### config.mk
export PLATFORM = sky130hd
export DESIGN_NAME = sym_err_meas_ctrl
export DESIGN_NICKNAME = d
export VERILOG_FILES = /design/src/rtl/sym_err_meas_ctrl_pkg.sv /design/src/rtl/sym_err_meas_ctrl_sat_counter.sv /design/src/rtl/sym_err_meas_ctrl.sv
export SDC_FILE = /design/constraint.sdc
export NUM_CORES = 1
export LEC_CHECK = 0
export BUFFER_PORTS_ARGS = -buffer_cell sky130_fd_sc_hd__clkbuf_2
export CAP_MARGIN = 20
export CORE_MARGIN = 2
export CORE_UTILIZATION = 50
export DETAILED_ROUTE_END_ITERATION = 16
export HOLD_SLACK_MARGIN = 0.05
export PLACE_DENSITY = 0.7
export SLEW_MARGIN = 40
export SYNTH_ARGS = -nofsm -noshare
export SYNTH_HDL_FRONTEND = slang
export SYNTH_SLANG_ARGS = --single-unit
### constraint.sdc
create_clock -name clk -period 3.25 [get_ports clk]
set_clock_uncertainty 0.2 [all_clocks]
set_input_delay 0.65 -clock clk [delete_from_list [all_inputs] [get_ports clk]]
set_output_delay 0.65 -clock clk [all_outputs]
set_load 0.1 [all_outputs]
### src/rtl/sym_err_meas_ctrl_pkg.sv
// Shared types and constants for the symbol-error measurement controller.
// The LFSR period constant is also used by the lfsr_gen_max benches.
package sym_err_meas_ctrl_pkg;

  typedef enum logic [1:0] {
    ST_IDLE  = 2'd0,
    ST_ARM   = 2'd1,
    ST_RUN   = 2'd2,
    ST_LATCH = 2'd3
  } state_t;

  localparam int DEF_CNT_W   = 22;
  localparam int LFSR_PERIOD = (1 << 22) - 1;

endpackage

### src/rtl/sym_err_meas_ctrl_sat_counter.sv
// Clearable up-counter that sticks at all-ones instead of wrapping.
module sat_counter
  import sym_err_meas_ctrl_pkg::*;
#(
  parameter int W = 8
) (
  input  logic         clk,
  input  logic         reset_n,
  input  logic         clr,
  input  logic         en,
  output logic [W-1:0] count
);

  always_ff @(posedge clk or negedge reset_n) begin
    if (!reset_n) begin
      count <= '0;
    end else if (clr) begin
      count <= '0;
    end else if (en && (count != {W{1'b1}})) begin
      count <= count + W'(1);
    end
  end

endmodule

### src/rtl/sym_err_meas_ctrl.sv
// Sequences one symbol-error measurement over an LFSR period and latches the totals.
// Optional macro SYM_ERR_MEAS_SPLIT_EN adds separate in-phase/quadrature error counts.
module sym_err_meas_ctrl
  import sym_err_meas_ctrl_pkg::*;
#(
  parameter int CNT_W       = DEF_CNT_W,
  parameter int MAX_SYMS    = LFSR_PERIOD,
  parameter int ARM_TIMEOUT = 4194304
) (
  input  logic             clk,
  input  logic             reset_n,
  input  logic             sym_clk_ena,
  input  logic             lfsr_period,
  input  logic             start,
  input  logic             abort,
  input  logic             err_i,
  input  logic             err_q,
  output logic             busy,
  output logic             acc_en,
  output logic             done,
  output logic             timeout,
  output logic [CNT_W-1:0] sym_count,
  output logic [CNT_W:0]   err_count,
  output logic [1:0]       state
`ifdef SYM_ERR_MEAS_SPLIT_EN
  ,output logic [CNT_W-1:0] err_i_count
  ,output logic [CNT_W-1:0] err_q_count
`endif
);

  localparam int TO_W = $clog2(ARM_TIMEOUT + 1);
  localparam logic [CNT_W-1:0] SYM_LAST = CNT_W'(MAX_SYMS - 1);
  localparam logic [TO_W-1:0]  TO_LAST  = TO_W'(ARM_TIMEOUT - 1);

  state_t             r_state;
  logic               r_start_d;
  logic               r_busy;
  logic               r_done;
  logic               r_timeout;
  logic [CNT_W-1:0]   r_sym_count;
  logic [CNT_W:0]     r_err_count;

  logic               w_start_edge;
  logic               w_arm;
  logic               w_count;
  logic               w_cap_hit;
  logic               w_to_en;
  logic               w_to_hit;
  logic [CNT_W-1:0]   w_sym_cnt;
  logic [CNT_W:0]     w_err_cnt;
  logic [TO_W-1:0]    w_to_cnt;

  assign w_start_edge = start & ~r_start_d;
  assign w_arm        = (r_state == ST_IDLE) & w_start_edge & ~abort;

  // The aligning marker in ARM is the first counted symbol; the closing marker in RUN is not.
  assign w_count   = sym_clk_ena & ~abort &
                     (((r_state == ST_ARM) & lfsr_period) | ((r_state == ST_RUN) & ~lfsr_period));
  assign w_cap_hit = (w_sym_cnt == SYM_LAST);
  assign w_to_en   = sym_clk_ena & ~abort & (r_state == ST_ARM) & ~lfsr_period;
  assign w_to_hit  = (w_to_cnt == TO_LAST);

  sat_counter #(.W(CNT_W)) u_sym_cnt (
    .clk     (clk),
    .reset_n (reset_n),
    .clr     (w_arm),
    .en      (w_count),
    .count   (w_sym_cnt)
  );

  sat_counter #(.W(CNT_W + 1)) u_err_cnt (
    .clk     (clk),
    .reset_n (reset_n),
    .clr     (w_arm),
    .en      (w_count & (err_i | err_q)),
    .count   (w_err_cnt)
  );

  sat_counter #(.W(TO_W)) u_to_cnt (
    .clk     (clk),
    .reset_n (reset_n),
    .clr     (w_arm),
    .en      (w_to_en),
    .count   (w_to_cnt)
  );

`ifdef SYM_ERR_MEAS_SPLIT_EN
  logic [CNT_W-1:0] w_err_i_cnt;
  logic [CNT_W-1:0] w_err_q_cnt;
  logic [CNT_W-1:0] r_err_i_count;
  logic [CNT_W-1:0] r_err_q_count;

  sat_counter #(.W(CNT_W)) u_err_i_cnt (
    .clk     (clk),
    .reset_n (reset_n),
    .clr     (w_arm),
    .en      (w_count & err_i),
    .count   (w_err_i_cnt)
  );

  sat_counter #(.W(CNT_W)) u_err_q_cnt (
    .clk     (clk),
    .reset_n (reset_n),
    .clr     (w_arm),
    .en      (w_count & err_q),
    .count   (w_err_q_cnt)
  );

  assign err_i_count = r_err_i_count;
  assign err_q_count = r_err_q_count;
`endif

  // Abort overrides everything; results and the sticky timeout survive it.
  always_ff @(posedge clk or negedge reset_n) begin
    if (!reset_n) begin
      r_state     <= ST_IDLE;
      r_start_d   <= 1'b0;
      r_busy      <= 1'b0;
      r_done      <= 1'b0;
      r_timeout   <= 1'b0;
      r_sym_count <= '0;
      r_err_count <= '0;
`ifdef SYM_ERR_MEAS_SPLIT_EN
      r_err_i_count <= '0;
      r_err_q_count <= '0;
`endif
    end else begin
      r_start_d <= start;
      r_done    <= 1'b0;
      if (abort) begin
        r_state <= ST_IDLE;
        r_busy  <= 1'b0;
      end else begin
        case (r_state)
          ST_IDLE: begin
            if (w_start_edge) begin
              r_state   <= ST_ARM;
              r_busy    <= 1'b1;
              r_timeout <= 1'b0;
            end
          end
          ST_ARM: begin
            if (sym_clk_ena && lfsr_period) begin
              r_state <= w_cap_hit ? ST_LATCH : ST_RUN;
              r_busy  <= ~w_cap_hit;
            end else if (w_to_en && w_to_hit) begin
              r_state   <= ST_IDLE;
              r_busy    <= 1'b0;
              r_timeout <= 1'b1;
            end
          end
          ST_RUN: begin
            if (sym_clk_ena && (lfsr_period || w_cap_hit)) begin
              r_state <= ST_LATCH;
              r_busy  <= 1'b0;
            end
          end
          ST_LATCH: begin
            r_sym_count <= w_sym_cnt;
            r_err_count <= w_err_cnt;
`ifdef SYM_ERR_MEAS_SPLIT_EN
            r_err_i_count <= w_err_i_cnt;
            r_err_q_count <= w_err_q_cnt;
`endif
            r_done  <= 1'b1;
            r_state <= ST_IDLE;
          end
          default: begin
            r_state <= ST_IDLE;
            r_busy  <= 1'b0;
          end
        endcase
      end
    end
  end

  assign busy      = r_busy;
  assign acc_en    = w_count;
  assign done      = r_done;
  assign timeout   = r_timeout;
  assign sym_count = r_sym_count;
  assign err_count = r_err_count;
  assign state     = r_state;

endmodule
==> results.ini, run 1 <==
[status]
run_status = finished, final reports clean

[cts]
clk_pin_slew_ns = 0.05
clockBufferDepth = 2
insertion_delay_ns = 0.51
cts_tree = built
h-tree-depth = 4
postCtsSetupRepairBufs = 0
cts.sinks = 119
cts_inserted_buffers = 17
root_buffer = clkbuf_8

[setup_path]
reg2reg_from = state[1]$_DFFE_PN0P_
r2r_setup_slack_ns = 0.44
critPathCaptureType = output port
crit_path_end = acc_en
start_kind = flip-flop
arrival_ns = 2.29
crit_fanout = 6
worstPathRequired_ns = 2.40
reg2reg_to = u_sym_cnt.count[19]$_DFFE_PN0P_
crit_start = state[1]$_DFFE_PN0P_
r2r_cells = 8
critPathKind = flip-flop to output port

[synthesis]
synth_compound_area_frac = 0.0404
synthTopCellsByArea = dfrtp_1, mux2_2, xnor2_1, nor2_1, xor2_1
synth_nets = 535
synth-simple-area-share = 0.199
ys_ff_latch = 119
ys_warn_count = 0
synthFlopType = dfrtp_1
synthAdderAreaFrac = 0.0203
synth_edf_count = 0
synth_cells = 518
synth_area_per_cell_sq_um = 10.7
synth_xor_xnor_area_share = 0.0917
synth-seq-area-share = 0.538
post-synth-top-area-fraction = 0.538
synth_area_sq_mm = 0.00554
yosys.area.top_type = dfrtp_1
synth_cell_types = 43
async_flop_share = 1.00
muxShareOfSynthArea = 0.0874
synth_top_family_by_area = simple AND/OR/NAND/NOR gates

[route]
dr.first_iter.drc_count = 187
viasPerCell = 5.45
ant_nets = 0
drt_wl_total_um = 11300
firstDrtPassIters = 4
wl_per_cell_um = 15.4
route.vias.total = 4025
drc = 0

[grt]
grt_pass1_vias = 4111
globalRoute.totalOverflow = 0
grt_max_degree = 120
grt_pass1_wl_um = 19400
antenna_found_initial = 0
grt_usage = 0.210

[sta]
fin_crit_sh = 0.967
finalSetupViolCount = 0
worst_pin_slew_ns = 0.787
rsz0062_at_grt = false
drv_slew = 0
holdWs_ns = 0.181
relSlewSlack = 0.472
finalHoldViolations = 0
tns_ns = 0
fin_crit_ns = 3.14
max_freq_mhz = 318

[cells_and_area]
syn_to_final_growth_pct = 20.9
drive_gt1_frac = 0.239
fin_util = 0.618
antenna_cells = 0
final_cells = 739
nets = 603

[floorplan]
dieWidth_um = 109
start_util = 0.511
dieArea_sq_mm = 0.0119
num_rows = 38
die_height_um = 109
coreArea_sq_mm = 0.0108
pin_count = 59

[placement]
place_inst = 705
gp_congestion = 0.874
io_buffer_count = 58
hpwl_um = 7370

[power_and_ir_drop]
total_power_mw = 4.18
p_leak_nw = 3.22
power_density_mw_per_mm2 = 623
ir_drop_mv = 0.328

[flow_run]
maxCapViolations = 0

[hold_path]
min_path_type = primary input to flip-flop

## metal layers
metal / routed length (um) / global-route usage
met3: 434 / 0.0568
met4: 148 / 0.0832
met1: 5180 / 0.266
met5: 0 / 0
met2: 5590 / 0.343
## flip-flops by register name, summed over array words and instances, names as in the netlist
register,count
err_count,23
sym_count,22
state,2
done,1
u_to_cnt.count,23
u_sym_cnt.count,22
timeout,1
busy,1
r_start_d,1
u_err_cnt.count,23
## Yosys cell counts (all sizes together) (2+ instances only)
cell    number
or2          4
and3        11
and2         3
o21ai       14
nor2        75
nand3       20
mux2        40
nand4       14
a211oi       4
xnor2       36
nor4        13
nor2b        2
ha           9
a21oi        8
or3          5
dfrtp      119
xor2        22
inv         15
nor3        15
a22o         2
nand2       35
and4        12
mux2i        3
nand2b       3
buf          5
clkbuf      14
or4          3
## power breakdown
part / internal [mW] / switching (mW) / total, mW
combinational: 0.142 / 0.410 / 0.551
clock: 1.38 / 0.625 / 2.01
sequential: 1.55 / 0.0714 / 1.62
total: 3.07 / 1.11 / 4.18
## area by class of cell
cell class | instances | area [sq um]
clock inverter | 8 | 168
timing repair buffer | 68 | 410
sequential | 119 | 2980
inverter | 15 | 60.1
clock buffer | 24 | 470
multi-input combinational | 365 | 2430
fill | 876 | 4140
tap | 140 | 175
## metrics by stage
stage	area, sq um	setup WS (ns)
2_1_floorplan	5550	0.322
3_3_place_gp	6040	0.476
3_5_place_dp	6040	0.448
4_1_cts	6700	0.0553
5_1_grt	6700	0.00219
6_report	6700	0.108
## critical path, cell delays in order (launching register included)
cell and delay (ns):
dfrtp_2 0.43, inv_1 0.13, ha_1 0.29, mux2i_1 0.14, or2_4 0.29, clkinvlp_4 0.09
buf_2 0.42
## repair_timing
action | in CTS | in global routing
hold endpoints to repair | 6 | 0
endpoints found under the setup margin | 0 | 1
hold buffers | 2 | 0
gates resized for setup | 0 | 1
## how the worst min path moves through the flow
stage | depth (start not counted) | start | to | slack [ns]
finish | 2 | abort | state[1]$_DFFE_PN0P_ | 0.18
global route | 2 | abort | state[1]$_DFFE_PN0P_ | 0.16
CTS | 2 | abort | state[1]$_DFFE_PN0P_ | 0.16
detailed placement | 2 | err_count[11]$_DFFE_PN0P_ | err_count[11]$_DFFE_PN0P_ | 0.29
global placement | 2 | err_count[16]$_DFFE_PN0P_ | err_count[16]$_DFFE_PN0P_ | 0.27
floorplan | 0 | reset_n | busy$_DFFE_PN0P_ | 0.15
## cells in the final DEF, fill, tap and decap left out, drive strengths merged, types with 3 or more instances in the layout
cell type	instances
a211oi	4
a21oi	8
and2	3
and3	11
and4	12
buf	10
bufinv	5
clkbuf	80
dfrtp	119
ha	9
inv	14
mux2	40
mux2i	3
nand2	35
nand2b	3
nand3	20
nand4	14
nor2	75
nor3	15
nor4	13
o21ai	14
or2	4
or3	5
or4	3
xnor2	36
xor2	22
## cells by family after synthesis
| logic type | after synthesis |
|---|---|
| compound gates | 36 |
| xor+xnor | 58 |
| fa+ha+maj | 9 |
| buf+inv | 34 |
| flops | 119 |
| mux | 43 |
| simple gates | 219 |
Power figures use the tool's default switching activity.
==> run 2: changes to the inputs <==
Settings changed: ABC_AREA from default to 1, PLACE_DENSITY 0.7 to 0.69, SYNTH_HIERARCHICAL from default to 1.
==> run 2 against run 1 <==
Compared with the run above: via count is 51% higher; fmax rose by 5.3%; combinational power is 64% higher; sequential power grew 7%; register-to-register slack better by 0.18 ns; area after synthesis up 24%; worst hold slack worse by 0.11 ns; clock power hardly changed; sequential share of layout area decreased by 7.1 points; core utilization fell by 2.1 points; critical path depth down 1; critical path type unchanged; critical endpoint unchanged; largest cell class is now multi-input gates; largest power group unchanged.
==> results.ini, run 2 <==
[status]
run_status = finished, final reports clean

[setup_path]
r2r_setup_slack_ns = 0.62  ; +0.18 ns
max_stage_delay_ns = 0.50  ; +0.07 ns
crit_slowest_cell = clkbuf_2
r2r_cells = 9  ; +1
crit_fanout = 6  ; unchanged
critPathCaptureType = output port
crit_start = state[1]$_DFFE_PN0P_
start_kind = flip-flop
arrival_ns = 2.13  ; -0.16 ns
reg2reg_to = u_err_cnt/count[15]$_DFFE_PN0P_
critical_path.cell_chain = inv_1, ha_1, o21ai_0, a21oi_4, clkbuf_2
critPathKind = flip-flop to output port
worstPathRequired_ns = 2.40  ; about the same
reg2reg_from = state[1]$_DFFE_PN0P_

[cts]
cts_hold_buf = 0  ; -2
cts.sinks = 119  ; unchanged
insertion_delay_ns = 0.41  ; -0.10 ns
cts_resized = 0  ; unchanged
cts_tree = built
clockBufferDepth = 2  ; unchanged
clk_pin_slew_ns = 0.05  ; about the same
cts_inserted_buffers = 17  ; unchanged
postCtsSetupRepairBufs = 0  ; unchanged
h-tree-depth = 4  ; unchanged
root_buffer = clkbuf_16

[sta]
max_freq_mhz = 335  ; +5.3%
fin_crit_ns = 2.98  ; -0.157 ns
worst_pin_slew_ns = 0.776  ; -0.0107 ns
finalSetupViolCount = 0  ; unchanged
drv_slew = 0  ; unchanged
rsz0062_at_grt = false
finalHoldViolations = 0  ; unchanged
fin_crit_sh = 0.918  ; -0.0483
setup_slack_ns = 0.265  ; +0.157 ns
tns_ns = 0  ; unchanged
relSlewSlack = 0.483  ; +0.0112

[floorplan]
dieWidth_um = 121  ; +11%
coreArea_sq_mm = 0.0133  ; +23%
pin_count = 59  ; unchanged
start_util = 0.516  ; +0.00535
dieArea_sq_mm = 0.0147  ; +23%
num_rows = 42  ; +11%
die_height_um = 121  ; +11%

[route]
firstDrtPassIters = 5  ; +1
drt_wl_total_um = 15700  ; +38%
dr.first_iter.drc_count = 398  ; +110%
drc = 0  ; unchanged
wl_per_cell_um = 12.9  ; -16%
route.vias.total = 6097  ; +51%
ant_nets = 0  ; unchanged
viasPerCell = 5.02  ; -7.9%

[power_and_ir_drop]
ir_drop_mv = 0.340  ; +3.6%
power_density_mw_per_mm2 = 583  ; -6.4%
p_leak_nw = 4.08  ; +27%

[cells_and_area]
layout_common_cells = nand2_1, dfrtp_1, nor2_1
syn_to_final_growth_pct = 15.6
fin_util = 0.597  ; -0.0212
antenna_cells = 0  ; unchanged
final_cells = 1215  ; +64%
layout_commonest_cell = nand2_1
nets = 1042  ; +73%
drive_gt1_frac = 0.142  ; -0.0963

[flow_run]
maxCapViolations = 0  ; unchanged

[synthesis]
yosys.area.top_type = dfrtp_1
synth-seq-area-share = 0.432  ; -0.106
post-synth-top-area-fraction = 0.432  ; -0.106
synthFlopType = dfrtp_1
synth_cell_types = 33  ; -23%
netlist_top_cells_count = nand2_1, dfrtp_1, nor2_1
synthTopCellsByArea = dfrtp_1, nand2_1, nor2_1, nand3_1, inv_1
ys_warn_count = 6  ; +6
synth_area_sq_mm = 0.00689  ; +24%
synth_edf_count = 0  ; unchanged
synth_cells = 964  ; +86%
ys_ff_latch = 119  ; unchanged
async_flop_share = 1.00  ; unchanged
synth_nets = 980  ; +83%
synth_area_per_cell_sq_um = 7.15  ; -33%
synthMostInstantiatedCell = nand2_1

[hold_path]
min_path_type = primary input to async pin

[grt]
grt_usage = 0.230  ; +0.0199
grt_max_degree = 53  ; -56%
antenna_found_initial = 0  ; unchanged
grt_pass1_vias = 5543  ; +35%
grt_pass1_wl_um = 27100  ; +40%
globalRoute.totalOverflow = 0  ; unchanged

[placement]
io_buffer_count = 58  ; unchanged
gp_congestion = 0.883  ; +1.0%
place_inst = 1183  ; +68%
dpl_worst_slack_ns = 0.535  ; +0.0865 ns
hpwl_um = 11000  ; +49%

[run 2: power breakdown]
group | internal, mW | switching, mW | leakage, nW
combinational | 0.204 | 0.698 | 2.11
clock | 1.36 | 0.653 | 0.317
sequential | 1.60 | 0.130 | 1.65
[run 2: cell families after synthesis]
group / Yosys count / synth area share
DFF: 119 / 0.432
and+or+nand+nor: 656 / 0.405
AOI/OAI and AO/OA: 54 / 0.0470
buffers and inverters: 99 / 0.0661
xor gates and xnor gates: 28 / 0.0356
adders and majority gates: 8 / 0.0145
[run 2: how the worst max path moves through the flow]
stage                                       to  slack (ns)
6_report                                acc_en        0.27
5_1_grt                                 acc_en        0.17
4_1_cts                                 acc_en        0.26
3_5_place_dp   u_err_cnt/count[15]$_DFFE_PN0P_        0.53
3_3_place_gp   u_err_cnt/count[15]$_DFFE_PN0P_        0.59
2_1_floorplan  u_err_cnt/count[15]$_DFFE_PN0P_        0.06
[run 2: cell type report]
type | count | area [sq um]
multi-input combinational | 746 | 3470
sequential | 119 | 2980
fill | 1204 | 5380
clock buffer | 23 | 488
timing repair buffer | 65 | 358
clock inverter | 9 | 145
inverter | 77 | 299
tap | 176 | 220
[run 2: critical path: cells and delay by family (launching register included)]
kind | cells | cell delay, ns
buf+inv | 2 | 0.64
flops | 1 | 0.42
compound gates | 2 | 0.40
fa+ha+maj | 1 | 0.25
[run 2: routing by layer]
layer | share of wire | wire [um] | vias up | global-route usage
met1 | 0.50 | 7870 | 2779 | 0.333
met2 | 0.44 | 6900 | 138 | 0.344
met3 | 0.043 | 669 | 25 | 0.0404
met5 | 0 | 0 | - | 0
met4 | 0.017 | 261 | 0 | 0.0862
li1 | - | - | 3155 | -
[run 2: stage by stage]
step | total power [mW] | hold WS [ns] | cell area [sq um]
5_1_grt | 4.86 | 0.135 | 7960
2_1_floorplan | 2.46 | 0.154 | 6900
3_5_place_dp | 2.66 | 0.264 | 7330
6_report | 4.65 | 0.0667 | 7960
3_3_place_gp | 2.65 | 0.262 | 7330
4_1_cts | 4.68 | 0.0958 | 7960
==> run 3: changes to the inputs <==
Settings changed: CELL_PAD_IN_SITES_DETAIL_PLACEMENT from default to 1, CELL_PAD_IN_SITES_GLOBAL_PLACEMENT from default to 2, CORE_UTILIZATION 50 to 34, PLACE_DENSITY 0.69 to default, PLACE_DENSITY_LB_ADDON from default to 0.1.
==> run 3 against run 2 <==
Compared with the run above: worst hold slack lost 0.026 ns; clock power up 6%; critical path depth unchanged; count of clock-buffer cells in the layout is 5 lower; register-to-register slack improved by 0.20 ns; largest cell class unchanged.
==> results.ini, run 3 (synthesis gave the netlist of run 2 again) <==
[cts]
cts_inserted_buffers = 17  ; unchanged
insertion_delay_ns = 0.42  ; about the same
cts_tree = built
clockBufferDepth = 2  ; unchanged
cts_resized = 0  ; unchanged
postCtsSetupRepairBufs = 0  ; unchanged
cts_hold_buf = 0  ; unchanged
cts.sinks = 119  ; unchanged
clk_pin_slew_ns = 0.06  ; about the same
h-tree-depth = 4  ; unchanged
root_buffer = clkbuf_16

[setup_path]
worstPathRequired_ns = 2.40  ; about the same
r2r_cells = 11  ; +2
r2r_setup_slack_ns = 0.82  ; +0.20 ns
start_kind = flip-flop
max_stage_delay_ns = 0.47  ; -0.03 ns
crit_slowest_cell = clkbuf_2
critPathCaptureType = output port
critical_path.cell_chain = inv_1, ha_1, o21ai_0, a21oi_4, clkbuf_2
crit_fanout = 5  ; -1
reg2reg_from = state[1]$_DFFE_PN0P_
arrival_ns = 2.05  ; -0.08 ns
reg2reg_to = u_err_cnt/count[17]$_DFFE_PN0P_
critPathKind = flip-flop to output port

[floorplan]
num_rows = 52  ; +24%
dieWidth_um = 146  ; +21%
dieArea_sq_mm = 0.0214  ; +45%
die_height_um = 146  ; +21%
pin_count = 59  ; unchanged
start_util = 0.344  ; -0.172
coreArea_sq_mm = 0.0200  ; +50%

[grt]
antenna_found_initial = 0  ; unchanged
globalRoute.totalOverflow = 0  ; unchanged
grt_pass1_wl_um = 34100  ; +26%
grt_usage = 0.201  ; -0.0294
grt_max_degree = 66  ; +25%
grt_pass1_vias = 6561  ; +18%

[route]
ant_nets = 0  ; unchanged
drt_wl_total_um = 19900  ; +27%
firstDrtPassIters = 5  ; unchanged
dr.first_iter.drc_count = 283  ; -29%
drc = 0  ; unchanged
route.vias.total = 6280  ; +3.0%
wl_per_cell_um = 15.1  ; +17%
viasPerCell = 4.77  ; -5.0%

[power_and_ir_drop]
ir_drop_mv = 0.291  ; -14%
power_density_mw_per_mm2 = 587  ; +0.52%
p_leak_nw = 4.12  ; +1.0%

[status]
run_status = finished, final reports clean

[flow_run]
maxCapViolations = 0  ; unchanged

[placement]
dpl_worst_slack_ns = 0.692  ; +0.158 ns
place_area_sq_mm = 0.00751  ; +2.5%
io_buffer_count = 58  ; unchanged
gp_congestion = 0.779  ; -12%
hpwl_um = 14300  ; +30%

[cells_and_area]
antenna_cells = 0  ; unchanged
syn_to_final_growth_pct = 18.6
layout_commonest_cell = nand2_1
drive_gt1_frac = 0.151  ; +0.00846
fin_util = 0.408  ; -0.189
stdcell_area_sq_mm = 0.00817  ; +2.6%
layout_common_cells = nand2_1, dfrtp_1, nor2_1
nets = 1050  ; +0.77%

[sta]
worst_pin_slew_ns = 0.720  ; -0.0562 ns
rsz0062_at_grt = false
finalSetupViolCount = 0  ; unchanged
fin_crit_ns = 2.90  ; -0.0847 ns
tns_ns = 0  ; unchanged
max_freq_mhz = 345  ; +2.9%
relSlewSlack = 0.518  ; +0.0357
fin_crit_sh = 0.892  ; -0.0261
finalHoldViolations = 0  ; unchanged
drv_slew = 0  ; unchanged
setup_slack_ns = 0.350  ; +0.0847 ns

[hold_path]
min_path_type = primary input to async pin

[run 3: metal layers]
metal,vias to the layer above,track usage,part of all wire
met2,62,0.334,0.48
met5,-,0,0
met1,3047,0.272,0.49
met3,8,0.0353,0.018
met4,0,0.0510,0.0086
li1,3163,-,-
[run 3: per-stage QoR]
step	cells	power [mW]	hold WS (ns)
after detailed placement	1285	2.71	0.265
final	1317	4.79	0.0404
after global placement	1285	2.70	0.261
after floorplan	964	2.46	0.154
after global routing	1317	5.04	0.0778
after CTS	1317	4.88	0.0573
[run 3: worst max-delay path by stage]
stage / slack, ns / start / depth (start not counted) / end
CTS: 0.34 / state[1]$_DFFE_PN0P_ / 5 / acc_en
finish: 0.35 / state[1]$_DFFE_PN0P_ / 5 / acc_en
global route: 0.25 / state[1]$_DFFE_PN0P_ / 5 / acc_en
global placement: 0.70 / abort / 5 / acc_en
detailed placement: 0.69 / lfsr_period / 5 / acc_en
floorplan: 0.06 / state[1]$_DFFE_PN0P_ / 9 / u_err_cnt/count[15]$_DFFE_PN0P_
[run 3: worst max-delay path: cells and delay by family, from the launching register on]
kind            cells  cell delay (ns)
fa+ha+maj           1             0.26
compound gates      2             0.32
flops               1             0.43
buf+inv             2             0.62
[run 3: layout make-up]
cell class	instances	area (sq um)
Fill cell	2586	11900
Clock inverter	14	223
Tap cell	270	338
Multi-Input combinational cell	746	3470
Inverter	77	299
Sequential cell	119	2980
Clock buffer	18	439
Timing Repair Buffer	73	422
[run 3: power by group]
part	leakage (nW)	switching (mW)	total [mW]	internal, mW
Combinational	2.16	0.718	0.930	0.212
Sequential	1.65	0.136	1.74	1.60
Clock	0.317	0.738	2.13	1.39
